### src/rtl/rotary_pkg.sv
// Shared types and default constants for the rotary quadrature controller.
package rotary_pkg;

  typedef enum logic [1:0] {
    StIdle    = 2'd0,
    StCwWait  = 2'd1,
    StCcwWait = 2'd2
  } rot_state_e;

  typedef logic [1:0] step_idx_t;

  localparam int unsigned DefCntW      = 11;
  localparam int unsigned DefDebCyc    = 16;
  localparam int unsigned DefTmoCyc    = 65535;
  localparam int unsigned DefUpdPeriod = 2401;
  localparam int unsigned DefStep0     = 1;
  localparam int unsigned DefStep1     = 10;
  localparam int unsigned DefStep2     = 100;

  // Step index cycles 0 -> 1 -> 2 -> 0.
  function automatic step_idx_t next_step_idx(input step_idx_t idx);
    return (idx == 2'd2) ? 2'd0 : idx + 2'd1;
  endfunction

endpackage

### src/rtl/rot_debounce.sv
// Debounce filter: output follows input only after DEB_CYC consecutive mismatching samples.
module rot_debounce #(
  parameter int unsigned DEB_CYC = 16,
  parameter bit          RST_VAL = 1'b0
) (
  input  logic Fg_clk,
  input  logic Reset,
  input  logic din,
  output logic dout
);

  localparam int unsigned CntW = $clog2(DEB_CYC + 1);

  logic [CntW-1:0] cnt_q, cnt_d;
  logic            out_q, out_d;

  // Any sample that agrees with the output restarts the count at zero.
  always_comb begin
    cnt_d = '0;
    out_d = out_q;
    if (din != out_q) begin
      if (cnt_q == CntW'(DEB_CYC - 1)) begin
        out_d = din;
      end else begin
        cnt_d = cnt_q + CntW'(1);
      end
    end
  end

  always_ff @(posedge Fg_clk or posedge Reset) begin
    if (Reset) begin
      cnt_q <= '0;
      out_q <= RST_VAL;
    end else begin
      cnt_q <= cnt_d;
      out_q <= out_d;
    end
  end

  assign dout = out_q;

endmodule

### src/rtl/rotary_quad_ctrl.sv
// Rotary encoder front end: debounced quadrature decode into a limited, step-selectable
// count that is published to address at a fixed update period.
module rotary_quad_ctrl
  import rotary_pkg::*;
#(
  parameter int unsigned CNT_W      = DefCntW,
  parameter int unsigned DEB_CYC    = DefDebCyc,
  parameter int unsigned TMO_CYC    = DefTmoCyc,
  parameter int unsigned UPD_PERIOD = DefUpdPeriod,
  parameter int unsigned STEP0      = DefStep0,
  parameter int unsigned STEP1      = DefStep1,
  parameter int unsigned STEP2      = DefStep2
) (
  input  logic             Fg_clk,
  input  logic             Reset,
  input  logic             Rot_A,
  input  logic             Rot_B,
  input  logic             Rot_C,
  input  logic [CNT_W-1:0] Lo_lim,
  input  logic [CNT_W-1:0] Hi_lim,
  output logic [CNT_W-1:0] address,
  output logic             FreqChng,
  output logic [1:0]       Step_sel
);

  localparam int unsigned SumW = CNT_W + 1;
  localparam int unsigned TmoW = $clog2(TMO_CYC + 1);
  localparam int unsigned PerW = $clog2(UPD_PERIOD + 1);
  // Bit order {C, B, A}: phases idle high, button idles low.
  localparam logic [2:0]  InRst = 3'b011;

  logic [2:0]       sync1_q, sync2_q, prev_q, filt;
  logic             a_fall, b_fall, c_rise;
  rot_state_e       state_q, state_d;
  logic [TmoW-1:0]  tmo_q, tmo_d;
  logic             inc, dec;
  logic [CNT_W-1:0] count_q, count_d, address_q, address_d;
  logic [SumW-1:0]  step_w, lo_w, hi_w, cnt_w, sum_w;
  step_idx_t        step_sel_q, step_sel_d;
  logic [PerW-1:0]  per_q, per_d;
  logic             tick, freq_q, freq_d;

  rot_debounce #(.DEB_CYC(DEB_CYC), .RST_VAL(1'b1)) u_deb_a (
    .Fg_clk(Fg_clk), .Reset(Reset), .din(sync2_q[0]), .dout(filt[0])
  );
  rot_debounce #(.DEB_CYC(DEB_CYC), .RST_VAL(1'b1)) u_deb_b (
    .Fg_clk(Fg_clk), .Reset(Reset), .din(sync2_q[1]), .dout(filt[1])
  );
  rot_debounce #(.DEB_CYC(DEB_CYC), .RST_VAL(1'b0)) u_deb_c (
    .Fg_clk(Fg_clk), .Reset(Reset), .din(sync2_q[2]), .dout(filt[2])
  );

  assign a_fall = prev_q[0] & ~filt[0];
  assign b_fall = prev_q[1] & ~filt[1];
  assign c_rise = ~prev_q[2] & filt[2];

  always_comb begin
    state_d = state_q;
    tmo_d   = '0;
    inc     = 1'b0;
    dec     = 1'b0;
    unique case (state_q)
      StIdle: begin
        if (b_fall && !a_fall) begin
          inc     = 1'b1;
          state_d = StCwWait;
        end else if (a_fall && !b_fall) begin
          dec     = 1'b1;
          state_d = StCcwWait;
        end
      end
      StCwWait: begin
        if (a_fall || tmo_q == TmoW'(TMO_CYC - 1)) begin
          state_d = StIdle;
        end else begin
          tmo_d = tmo_q + TmoW'(1);
        end
      end
      StCcwWait: begin
        if (b_fall || tmo_q == TmoW'(TMO_CYC - 1)) begin
          state_d = StIdle;
        end else begin
          tmo_d = tmo_q + TmoW'(1);
        end
      end
      default: state_d = StIdle;
    endcase
  end

  // Count arithmetic is one bit wider so neither saturation test can wrap.
  always_comb begin
    case (step_sel_q)
      2'd1:    step_w = SumW'(STEP1);
      2'd2:    step_w = SumW'(STEP2);
      default: step_w = SumW'(STEP0);
    endcase
    lo_w    = {1'b0, Lo_lim};
    hi_w    = {1'b0, Hi_lim};
    cnt_w   = {1'b0, count_q};
    sum_w   = cnt_w + step_w;
    count_d = count_q;
    if (lo_w > hi_w || cnt_w < lo_w) begin
      count_d = Lo_lim;
    end else if (cnt_w > hi_w) begin
      count_d = Hi_lim;
    end else if (inc) begin
      count_d = (sum_w > hi_w) ? Hi_lim : sum_w[CNT_W-1:0];
    end else if (dec) begin
      count_d = (cnt_w < lo_w + step_w) ? Lo_lim : count_q - step_w[CNT_W-1:0];
    end
  end

  always_comb begin
    step_sel_d = c_rise ? next_step_idx(step_sel_q) : step_sel_q;
    tick       = (per_q == PerW'(UPD_PERIOD - 1));
    per_d      = tick ? '0 : per_q + PerW'(1);
    address_d  = tick ? count_q : address_q;
    freq_d     = tick && (count_q != address_q);
  end

  always_ff @(posedge Fg_clk or posedge Reset) begin
    if (Reset) begin
      sync1_q    <= InRst;
      sync2_q    <= InRst;
      prev_q     <= InRst;
      state_q    <= StIdle;
      tmo_q      <= '0;
      count_q    <= '0;
      step_sel_q <= 2'd0;
      per_q      <= '0;
      address_q  <= '0;
      freq_q     <= 1'b0;
    end else begin
      sync1_q    <= {Rot_C, Rot_B, Rot_A};
      sync2_q    <= sync1_q;
      prev_q     <= filt;
      state_q    <= state_d;
      tmo_q      <= tmo_d;
      count_q    <= count_d;
      step_sel_q <= step_sel_d;
      per_q      <= per_d;
      address_q  <= address_d;
      freq_q     <= freq_d;
    end
  end

  assign address  = address_q;
  assign FreqChng = freq_q;
  assign Step_sel = step_sel_q;

endmodule

### config.mk
export PLATFORM = sky130hd
export DESIGN_NAME = rotary_quad_ctrl
export DESIGN_NICKNAME = d
export VERILOG_FILES = /design/src/rtl/rotary_pkg.sv /design/src/rtl/rot_debounce.sv /design/src/rtl/rotary_quad_ctrl.sv
export SDC_FILE = /design/constraint.sdc
export NUM_CORES = 1
export LEC_CHECK = 0
export ABC_CLOCK_PERIOD_IN_PS = 7200
export BUFFER_PORTS_ARGS = -buffer_cell sky130_fd_sc_hd__buf_2
export CORE_MARGIN = 2
export CORE_UTILIZATION = 35
export CTS_BUF_LIST = sky130_fd_sc_hd__clkbuf_4 sky130_fd_sc_hd__clkbuf_8 sky130_fd_sc_hd__clkbuf_16
export DETAILED_ROUTE_END_ITERATION = 8
export PLACE_DENSITY = 0.54
export SLEW_MARGIN = 30
export SYNTH_ARGS = -nofsm -noshare
export SYNTH_HDL_FRONTEND = slang
export SYNTH_SLANG_ARGS = --single-unit
### constraint.sdc
create_clock -name Fg_clk -period 7.2 [get_ports Fg_clk]
set_input_delay 0.72 -clock Fg_clk [delete_from_list [all_inputs] [get_ports Fg_clk]]
set_output_delay 0.72 -clock Fg_clk [all_outputs]
set_load 0.02 [all_outputs]
==> flow_results.org <==
** Outcome
- Outcome :: completed

** Setup path
- Crit path buffers/inverters :: 2
- Endpoint of the worst-slack reg-to-reg timing path :: count_q[0]
- The slowest stage of the critical path belongs to the cell sky130_fd_sc_hd__nand2_1.
- Setup crit start :: Step_sel[1]
- Counting cells, the worst reg-to-reg path comes to 19.
- CP cell instances :: inv_1 -> ha_1 -> inv_1 -> fa_1 -> nor2b_1 -> o21ai_0 -> nand2b_1 -> a31oi_1 -> nor2b_1 -> o21ai_0 -> nor3_1 -> xnor2_1 -> ha_1 -> nand3_1 -> o21ai_1 -> nand2_1 -> a32o_1 -> a211o_1 -> a31oi_1
- STA classifies the critical path startpoint as a register.
- Largest fanout on the critical path :: 15
- Classification of the worst setup path :: reg -> reg
- Gate family responsible for the most delay along the worst path :: compound AO/OA/AOI/OAI gates
- The most critical setup path has its endpoint at count_q[0].
- Maximum single-stage delay on the critical path :: about 470 ps
- The startpoint identified for the worst register-to-register timing path is Step_sel[1].
- STA classifies the critical path endpoint as a register.
- In this run the register-to-register setup slack is between 2000 and 2500 ps.
- Data required time at the worst endpoint :: between 7000 and 8000 ps
- Critical Path AT :: approximately 5000 ps
- In this run the number of cells on the critical path is 19.

** Placed design
- Buffers placed on the I/O ports in this run total 40.
- The wire-length estimate of the detail-placed layout is roughly 12,000 µm.
- The congestion estimate from routability-driven global placement came to roughly 0.88.
- The number of placed instances, taps included, is a little over 900.

** Synth
- Synthesis produced a netlist with a net count of 797.
- For this run, the number of Yosys warnings is 0.
- A synthesized cell averages 9.06 µm².
- Number of distinct library cell variants in the gate-level netlist after synthesis :: 63
- Sequential elements use 33.4% of the synthesized area.
- In the synthesized netlist the dominant register cell turns out to be sky130_fd_sc_hd__dfrtp_1.
- The synthesized design contains around 80 register bits.
- In the synthesized netlist the async set-or-reset flop fraction comes to 100%.
- After technology mapping, the gate count stands at 681.
- Yosys mapped a number of flops with a built-in enable equal to 0.
- In this run the cell area of the synthesized design comes to a little over 6000 µm².

** Detailed routing
- Detail-routed net length per standard cell :: about 17 µm
- The final route contains 5,126 vias.
- Antenna-violating nets left :: 0
- The detailed router finished its first iteration with 273 violations.
- Number of iterations in the first detailed-routing pass :: 4
- In the routed design, unresolved DRC markers number 0.
- The routed design has 16,000 µm of wire.
- Vias per cell :: ~5.4

** STA
- In this run the tightest slew margin relative to its limit is roughly 42%.
- Setup repair after global routing left no endpoint under its margin.
- On the final layout, the worst clock skew is slightly below 10 ps.
- The number of slew-limit violations in the final report came to 0.
- Worst-margin pin slew :: slightly below 900 ps
- The final count of hold timing violations was 0.
- Final setup violation count :: 0
- Setup total negative slack on the finished layout was measured at 0 ps.
- Of the available clock period, the critical path in the final layout requires between 60% and 70%.
- Timing would allow up to about 0.21 GHz.
- Period minus WS final :: 4770 ps

** GRT
- The number of global-route vias before repair is roughly 5,200.
- First-pass GRT wire length :: approximately 27,000 µm
- Maximum number of pins on one net before global-route repair :: 83
- Total grt overflow :: 0
- GRT Overall Usage :: 18.2%
- The initial antenna violation count came to 0.

** Power
- Combinational cell fraction of total power :: 44.7%
- Leakage :: around 3.3 nW
- IR analysis of the VDD net gives a maximum drop of 0.126 mV.
- Clock Power Share :: approximately 25%
- In this run the power density over the cells is a little under 300 nW/µm².
- Net switching is 42.1% of the power.
- Registers are responsible for a little under a third of the overall power.
- P_int :: 1.19 mW
- Sw power :: 0.869 mW

** Clock network
- Buffers added to address setup during post-CTS repair amount to 0.
- Clock tree root driver cell :: sky130_fd_sc_hd__clkbuf_16
- Clock-pin slew was measured on the worst setup and hold paths at roughly 70 ps.
- For this design, the sink count on the clock tree is slightly above 80.
- The number of clock buffers added by TritonCTS is 9.
- Clock tree from TritonCTS :: built
- The H-tree was split into 3 levels.
- CTS resizes :: 0
- In this run the deepest clock path goes through 2 buffers.
- Clock insertion delay at the later pin of the skew report :: about 340 ps
- Buffers inserted to repair hold after CTS numbered 0.

** Floorplan
- The floorplan step defined a die boundary enclosing between 15,000 and 20,000 µm².
- Overall die height :: between 100 and 150 µm
- Die width :: 137 µm
- The floorplan has 48 rows.
- The initial utilization of the core area, before any placement, comes to 35.8%.
- The total area inside the core boundary comes to approximately 17,000 µm².
- Top-Level Pins :: between 40 and 50

** Cells and area
- The repair_antennas step left the layout with diodes totalling 0.
- After the flow finishes, the layout carries non-filler instances totaling approximately 950.
- Area of the multi-input gates :: around 3900 µm²
- From synthesis to final layout, the design area changed by 12.3%.
- At the end of the flow, the number of nets in the layout was ~830.
- Post-Route Utilization :: between 40% and 50%
- Cells with a size suffix above 1 make up between 10 and 15% of the layout.
- Counting the fill cells in the layout gives around 1,700.
- Registers take around 2100 µm².

** Min path
- Worst Hold Class :: reg -> reg

** Run
- Count of maximum capacitance violations :: 0
sequential cells by signal, indices dropped and copies added, names as in the netlist:
signal,flops
tmo_q,16
u_deb_b.dout,1
u_deb_b.cnt_q,5
prev_q,3
FreqChng,1
u_deb_a.cnt_q,5
Step_sel,2
count_q,11
address,11
state_q,2
per_q,12
sync2_q,3
u_deb_c.cnt_q,5
sync1_q,3
u_deb_a.dout,1
u_deb_c.dout,1
layout make-up:
cell class,instances,area share [%]
clock inverter,6,1.41
inverter,46,2.51
tap,225,4.07
multi-input combinational,535,55.7
sequential,82,29.8
clock buffer,10,3.36
timing repair buffer,42,3.16
placed cells by master, fill, tap and decap left out, types with 10 or more instances in the layout:
| cell type | synthesis | final |
|---|---|---|
| sky130_fd_sc_hd__inv_1 | 46 | 45 |
| sky130_fd_sc_hd__nand2_1 | 75 | 75 |
| sky130_fd_sc_hd__xnor2_1 | 26 | 26 |
| sky130_fd_sc_hd__o21ai_0 | 25 | 25 |
| sky130_fd_sc_hd__a21oi_1 | 28 | 28 |
| sky130_fd_sc_hd__nor2_1 | 54 | 53 |
| sky130_fd_sc_hd__dfrtp_1 | 74 | 74 |
| sky130_fd_sc_hd__nand2b_1 | 12 | 12 |
| sky130_fd_sc_hd__buf_2 | 2 | 40 |
| sky130_fd_sc_hd__nand3_1 | 26 | 26 |
| sky130_fd_sc_hd__ha_1 | 86 | 86 |
| sky130_fd_sc_hd__nor3_1 | 14 | 14 |
| sky130_fd_sc_hd__xor2_1 | 40 | 40 |
| sky130_fd_sc_hd__and3_1 | 15 | 15 |
| sky130_fd_sc_hd__o221ai_1 | 12 | 12 |
| sky130_fd_sc_hd__nand4_1 | 12 | 12 |
| sky130_fd_sc_hd__and2_1 | 10 | 10 |
worst register-to-register path, stage by stage, from the launching register on:
cell and delay, ps:
sky130_fd_sc_hd__dfrtp_1 400, sky130_fd_sc_hd__inv_1 100, sky130_fd_sc_hd__ha_1 420, sky130_fd_sc_hd__inv_1 220, sky130_fd_sc_hd__fa_1 460, sky130_fd_sc_hd__nor2b_1 120, sky130_fd_sc_hd__o21ai_0 80, sky130_fd_sc_hd__nand2b_1 130
sky130_fd_sc_hd__a31oi_1 130, sky130_fd_sc_hd__nor2b_1 120, sky130_fd_sc_hd__o21ai_0 140, sky130_fd_sc_hd__nor3_1 240, sky130_fd_sc_hd__xnor2_1 110, sky130_fd_sc_hd__ha_1 300, sky130_fd_sc_hd__nand3_1 80, sky130_fd_sc_hd__o21ai_1 330
sky130_fd_sc_hd__nand2_1 470, sky130_fd_sc_hd__a32o_1 410, sky130_fd_sc_hd__a211o_1 270, sky130_fd_sc_hd__a31oi_1 150
cells in the mapped netlist (all sizes together), types with 4 or more instances:
| cell type | instances | share of area [%] |
|---|---|---|
| nand2 | 75 | 4.6 |
| o21ai | 27 | 2.2 |
| xnor2 | 26 | 3.7 |
| buf | 5 | 0.53 |
| mux2 | 4 | 0.73 |
| dfrtp | 74 | 30 |
| nor2 | 54 | 3.3 |
| a31oi | 9 | 0.91 |
| nor3 | 15 | 1.3 |
| ha | 86 | 17 |
| inv | 46 | 2.8 |
| nand4 | 12 | 1.2 |
| a211oi | 9 | 1.1 |
| dfstp | 8 | 3.4 |
| and3 | 15 | 1.5 |
| and2 | 10 | 1.0 |
| xor2 | 40 | 5.7 |
| clkbuf | 13 | 0.81 |
| nand2b | 12 | 1.2 |
| a21oi | 28 | 2.3 |
| mux2i | 7 | 1.1 |
| nor2b | 7 | 0.71 |
| nor4 | 6 | 0.71 |
| a21o | 5 | 0.61 |
| o221ai | 12 | 1.7 |
| nand3 | 26 | 2.1 |
| o211ai | 5 | 0.61 |
worst min path at each step:
stage,depth (start not counted),from,to,slack [ps]
after floorplan,0,sync1_q[2],sync2_q[2],330
after global placement,0,sync1_q[2],sync2_q[2],340
after detailed placement,0,sync1_q[2],sync2_q[2],340
after CTS,0,sync1_q[2],sync2_q[2],360
after global routing,0,sync1_q[2],sync2_q[2],370
final,0,sync1_q[2],sync2_q[2],350
power by group through the flow:
stage | logic (mW) | clock network [mW] | registers, mW
floorplan | 0.742 | 0 | 0.555
global route | 1.04 | 0.549 | 0.636
global placement | 0.894 | 0 | 0.634
detailed placement | 0.903 | 0 | 0.633
CTS | 0.911 | 0.533 | 0.624
finish | 0.922 | 0.515 | 0.626
cell families after synthesis:
kind of cell    synth area share, %
compound gates                 14.1
xor+xnor                       9.37
fa+ha+maj                      18.4
buf+inv                        4.14
flops                          33.4
mux                            1.87
simple gates                   18.7
through the flow:
stage	total power [mW]	cell area, µm²	worst slack [ps]	hold slack [ps]
final	2.06	6930	2430	353
after global routing	2.22	6930	2010	367
after CTS	2.07	6920	2480	359
after detailed placement	1.54	6590	2500	343
after global placement	1.53	6590	2770	336
after floorplan	1.30	6170	3210	331
routing by layer:
metal / up-vias / routed length (µm) / GRT usage [%]
met5: - / 0 / 0
met4: 0 / 392 / 6.94
met3: 25 / 1010 / 3.33
met2: 156 / 7170 / 29.3
met1: 2468 / 7380 / 24.4
li1: 2477 / - / -
(Power assumes the default switching activity.)
